===== src/rtl/pc_sequencer.sv =====
// ---------------------------------------------------------------------------
// pc_sequencer
// Fetch/execute controller for the program counter. Handshakes with
// instruction memory, then resolves one decoded instruction per EXEC cycle
// into PC load/increment strobes. Holds a small return-address stack for
// CALL/RET and halts on HLT or on a stack overflow/underflow.
//
// Ports
//   clk        rising-edge clock
//   reset      synchronous active-low reset (0 = reset)
//   mem_ready  instruction memory has the word for the current fetch_req
//   op         decoded opcode class (NOP,JMP,JZ,SKZ,CALL,RET,HLT,reserved)
//   target     jump/call target, valid in EXEC
//   zero       ALU zero flag, valid in EXEC
//   pc_value   current PC
//   resume     leave HALT (ignored while stack_err is set)
//   fetch_req  request instruction at pc_value
//   ir_load    instruction register load strobe
//   pc_load    PC load strobe, pc_in carries the value
//   pc_inc     PC increment strobe
//   pc_in      PC load value, 0 when pc_load is low
//   halted     controller is in HALT
//   stack_err  sticky stack overflow/underflow flag
// ---------------------------------------------------------------------------
module pc_sequencer #(
  parameter int WIDTH       = 8,
  parameter int STACK_DEPTH = 4
) (
  input  logic             clk,
  input  logic             reset,
  input  logic             mem_ready,
  input  logic [2:0]       op,
  input  logic [WIDTH-1:0] target,
  input  logic             zero,
  input  logic [WIDTH-1:0] pc_value,
  input  logic             resume,
  output logic             fetch_req,
  output logic             ir_load,
  output logic             pc_load,
  output logic             pc_inc,
  output logic [WIDTH-1:0] pc_in,
  output logic             halted,
  output logic             stack_err
);

  localparam int PTR_W = (STACK_DEPTH > 1) ? $clog2(STACK_DEPTH) : 1;
  localparam int CNT_W = PTR_W + 1;

  typedef enum logic [1:0] {
    S_FETCH,
    S_EXEC,
    S_HALT
  } state_e;

  typedef enum logic [2:0] {
    OP_NOP  = 3'd0,
    OP_JMP  = 3'd1,
    OP_JZ   = 3'd2,
    OP_SKZ  = 3'd3,
    OP_CALL = 3'd4,
    OP_RET  = 3'd5,
    OP_HLT  = 3'd6,
    OP_RSVD = 3'd7
  } op_e;

  state_e           state_q, state_d;
  logic [CNT_W-1:0] count_q, count_d;
  logic             err_q, err_d;
  logic             active_q;
  logic [WIDTH-1:0] stack_q [STACK_DEPTH];

  logic             push, pop;
  logic             outputs_en;
  logic             stack_full, stack_empty;
  logic [PTR_W-1:0] top_idx;

  // Outputs stay quiet while reset is low and for the cycle in which the
  // release has not yet been sampled, so the first fetch_req follows the
  // first edge that sees reset high.
  assign outputs_en  = reset & active_q;
  assign stack_full  = (count_q == CNT_W'(STACK_DEPTH));
  assign stack_empty = (count_q == '0);
  assign top_idx     = PTR_W'(count_q - CNT_W'(1));
  assign stack_err   = err_q & outputs_en;

  // NOTE: every signal written here gets a default first, so no path through
  // the case statements can leave one unassigned and infer a latch.
  always_comb begin
    state_d   = state_q;
    err_d     = err_q;
    push      = 1'b0;
    pop       = 1'b0;
    fetch_req = 1'b0;
    ir_load   = 1'b0;
    pc_load   = 1'b0;
    pc_inc    = 1'b0;
    pc_in     = '0;
    halted    = 1'b0;

    if (outputs_en) begin
      unique case (state_q)
        S_FETCH: begin
          fetch_req = 1'b1;
          if (mem_ready) begin
            ir_load = 1'b1;
            state_d = S_EXEC;
          end
        end

        S_EXEC: begin
          state_d = S_FETCH;
          unique case (op_e'(op))
            OP_JMP: begin
              pc_load = 1'b1;
              pc_in   = target;
            end
            OP_JZ: begin
              if (zero) begin
                pc_load = 1'b1;
                pc_in   = target;
              end else begin
                pc_inc = 1'b1;
              end
            end
            OP_SKZ: begin
              if (zero) begin
                pc_load = 1'b1;
                pc_in   = pc_value + WIDTH'(2);
              end else begin
                pc_inc = 1'b1;
              end
            end
            OP_CALL: begin
              if (stack_full) begin
                err_d   = 1'b1;
                state_d = S_HALT;
              end else begin
                push    = 1'b1;
                pc_load = 1'b1;
                pc_in   = target;
              end
            end
            OP_RET: begin
              if (stack_empty) begin
                err_d   = 1'b1;
                state_d = S_HALT;
              end else begin
                pop     = 1'b1;
                pc_load = 1'b1;
                pc_in   = stack_q[top_idx];
              end
            end
            OP_HLT: state_d = S_HALT;
            default: pc_inc = 1'b1;  // NOP and reserved
          endcase
        end

        S_HALT: begin
          halted = 1'b1;
          if (resume && !err_q) begin
            pc_inc  = 1'b1;
            state_d = S_FETCH;
          end
        end

        default: state_d = S_FETCH;
      endcase
    end
  end

  always_comb begin
    count_d = count_q;
    if (push)     count_d = count_q + CNT_W'(1);
    else if (pop) count_d = count_q - CNT_W'(1);
  end

  // NOTE: state registers use non-blocking assignments so every flop samples
  // the pre-edge values regardless of statement order.
  always_ff @(posedge clk) begin
    if (!reset) begin
      state_q  <= S_FETCH;
      count_q  <= '0;
      err_q    <= 1'b0;
      active_q <= 1'b0;
    end else begin
      state_q  <= state_d;
      count_q  <= count_d;
      err_q    <= err_d;
      active_q <= 1'b1;
    end
  end

  // NOTE: the stack storage has no reset; the occupancy count alone decides
  // which entries are meaningful, so stale contents are harmless.
  always_ff @(posedge clk) begin
    if (push) stack_q[count_q[PTR_W-1:0]] <= pc_value + WIDTH'(1);
  end

endmodule

===== config.mk =====
export PLATFORM = sky130hd
export DESIGN_NAME = pc_sequencer
export DESIGN_NICKNAME = d
export VERILOG_FILES = /design/src/rtl/pc_sequencer.sv
export SDC_FILE = /design/constraint.sdc
export NUM_CORES = 1
export LEC_CHECK = 0
export CAP_MARGIN = 30
export CORE_ASPECT_RATIO = 2
export CORE_UTILIZATION = 45
export DETAILED_ROUTE_END_ITERATION = 8
export PLACE_DENSITY = 0.72
export SLEW_MARGIN = 15
export SYNTH_ARGS = -nofsm -noshare
export SYNTH_HDL_FRONTEND = slang
export SYNTH_SLANG_ARGS = --single-unit

===== constraint.sdc =====
create_clock -name clk -period 2.3 [get_ports clk]
set_input_delay 0.46 -clock clk [delete_from_list [all_inputs] [get_ports clk]]
set_output_delay 0.46 -clock clk [all_outputs]
set_load 0.1 [all_outputs]

==> qor.csv <==
metric;value;unit
tightest hold margin;502;ps
vias per inst;5.77;
Die Wd;52.9;µm
initial antenna violation count;0;
Slew Viols, Final;0;
Boundary Pins;38;
sequential share of the synthesized area;47.2;%
design area;0.00383;mm²
worst path bufs/invs;2;
Req. time, crit path;1840;ps
diode count;0;
fmax;405;MHz
Initial Utilization;47.6;%
final setup violation count;8;
Placed Instance Area;0.00349;mm²
Std-Cell Rows;36;
worst-path fanout max;6;
fraction of layout cells with a size suffix above 1;48.9;%
clk slew on worst S/H paths;80;ps
Cell variety after synth;38;
EDFF count, synth;32;
die height;104;µm
fin worst setup slack;-171;ps
crit path cell chain;inv_2, ha_4, a21oi_4, a21oi_2, o21ai_2, nand2_4, o32ai_4, buf_12;
Critical Path End Type;output port;
final worst path period share;107;%
Worst Path Arrival;2010;ps
maxcap violations;0;
status;complete, but fails checks;
largest stage delay on the critical path;340;ps
critical path class;reg2out;
syn_area_per_cell;11.1;µm²
First-pass DRT Iterations;4;
Iter 0 DRT Violations;48;
CP max-delay cell;dfxtp_2;
root buffer cell;clkbuf_8;
hpwl dp;5180;µm
top cells by area, synth;edfxtp_1, mux4_2, ha_1;
Power per Cell Area;430;mW/mm²
failing checks;setup timing;
slew margin rel.;75.6;%
Post-CTS Hold Fix Bufs;0;
final wirelength;7000;µm
leading area contributor after synthesis;edfxtp_1;
Worst Setup Start Kind;flip-flop;
CTS Buf Count;5;
die footprint;0.00550;mm²
later-pin clock latency in the skew report;300;ps
Net Count, Synth;246;
CTS tree;done;
Synth async-reset ratio;0;%
Area Growth Syn to Fin;64.0;%
drt wl/cell;19.1;µm
Worst Hold Class;reg2reg;
RSZ-0062 raised after global routing;yes;
all-layer global routing usage;28.3;%
Core ar.;0.00491;mm²
final hold violations;0;
Yosys warning count;0;
final net count;344;
maximum VDD drop;0.550;mV
Mapped Cells;210;
Synth Register Bits;39;
dominant synthesized flop cell;edfxtp_1;
min Tclk post-route;2470;ps
Netlist Area Pre-Place;0.00233;mm²
clock buffer depth;2;
# H-tree levels;2;
final setup skew;9.95;ps
Vias;2111;
dpl ws;-562;ps
final antenna-violating net count;0;
# port buffers;37;
largest net degree at the start of global routing;13;
Slew @ Worst Pin;364;ps
family with the most delay on the worst path;compound AO/OA/AOI/OAI gates;
Post-route DRC;0;
vias in the first global route;2306;
Pleak;1.49;nW
first-pass GRT wire length;10900;µm
total gr overflow;0;
CTS sink count;39;
GPL Wtd Cong;0.868;
Synth top area share;41.2;%
metrics by stage:
stage / std cells / power, mW / setup TNS (ps) / utilization (%)
6_report: 366 / 1.65 / -1170 / 78.0
3_3_place_gp: 348 / 1.05 / -6980 / 71.0
3_5_place_dp: 348 / 1.06 / -6170 / 71.0
2_1_floorplan: 210 / 0.921 / -4050 / -
4_1_cts: 363 / 1.64 / -1220 / 76.9
5_1_grt: 366 / 1.70 / -1820 / 78.0
flip-flops by register name, summed over array words and instances (netlist names):
signal	cells
active_q	1
count_q	3
err_q	1
state_q	2
stack_q	32
layout by cell type (no fill, tap or decap), types with 4 or more instances in the layout:
| master | n |
|---|---|
| ha_1 | 7 |
| xnor2_1 | 6 |
| clkbuf_8 | 5 |
| buf_6 | 5 |
| edfxtp_1 | 32 |
| o21ai_0 | 4 |
| inv_1 | 16 |
| o21ai_2 | 4 |
| nand2_1 | 9 |
| and3_1 | 6 |
| clkdlybuf4s50_1 | 14 |
| mux4_2 | 8 |
| o32ai_4 | 6 |
| a21oi_2 | 4 |
| o21ai_1 | 4 |
| dfxtp_1 | 5 |
| xor2_1 | 5 |
| nor2_1 | 13 |
| a21oi_1 | 7 |
| buf_12 | 18 |
| buf_4 | 54 |
| nand3_1 | 4 |
| a22oi_2 | 5 |
| dlygate4sd2_1 | 6 |
cells in the mapped netlist, types with 5 or more instances:
master / count
a22oi_1: 8
edfxtp_1: 32
xnor2_1: 9
mux4_2: 8
o21ai_0: 11
nor2_1: 17
a21oi_1: 11
nand2_1: 11
nand3_1: 7
inv_1: 20
dfxtp_1: 7
and3_1: 6
ha_1: 12
o32ai_1: 5
xor2_1: 5
final timing paths:
path              endpoint  cells after the start  slack (ps)       start
max               pc_in[3]                      8        -170  count_q[1]
min             state_q[1]                      2         500  state_q[1]
max reg2reg  stack_q[2][2]                      8         470  count_q[1]
min reg2reg     state_q[1]                      2         500  state_q[1]
power breakdown:
part | internal, mW | leakage, nW | switching, mW
combinational | 0.152 | 1.09 | 0.163
sequential | 0.769 | 0.345 | 0.00307
clock | 0.317 | 0.0556 | 0.243
total | 1.24 | 1.49 | 0.410
final cells by class:
cell class,instances,area [µm²]
flip-flops and latches,39,1100
clock buffers,5,68.8
fillers,304,1080
clock inverters,3,38.8
repair buffers,100,1030
multi-input cells,142,1440
inverters,20,77.6
well taps,57,71.3
routing by layer:
| layer | wire, µm | track usage [%] | share of wire [%] |
|---|---|---|---|
| met1 | 2220 | 25.2 | 32 |
| met4 | 447 | 20.1 | 6.4 |
| met5 | 0 | 0 | 0 |
| met2 | 4140 | 52.2 | 59 |
| met3 | 189 | 4.68 | 2.7 |
timing repair:
action | CTS | global route
hold endpoints to repair | 0 | 0
pin swaps | 21 | 10
endpoints found under the setup margin | 10 | 10
buffers inserted | 7 | 3
gates resized for setup | 54 | 15
cell families (layout without fill, tap and decap cells):
kind of cell    after synthesis  in the layout  share of synthesized area [%]
fa+ha+maj                    12             12                           6.43
mux                          13             13                           10.0
xor+xnor                     14             14                           5.25
buf+inv                      29            128                           5.31
flops                        39             39                           47.2
simple gates                 54             54                           11.7
compound gates               49             49                           14.1
tightest hold or removal path: stages, from the launching register on:
cell     delay (ps)
dfxtp_1         330
nand2_1          80
a21oi_2          50
Power figures use the tool's default switching activity.
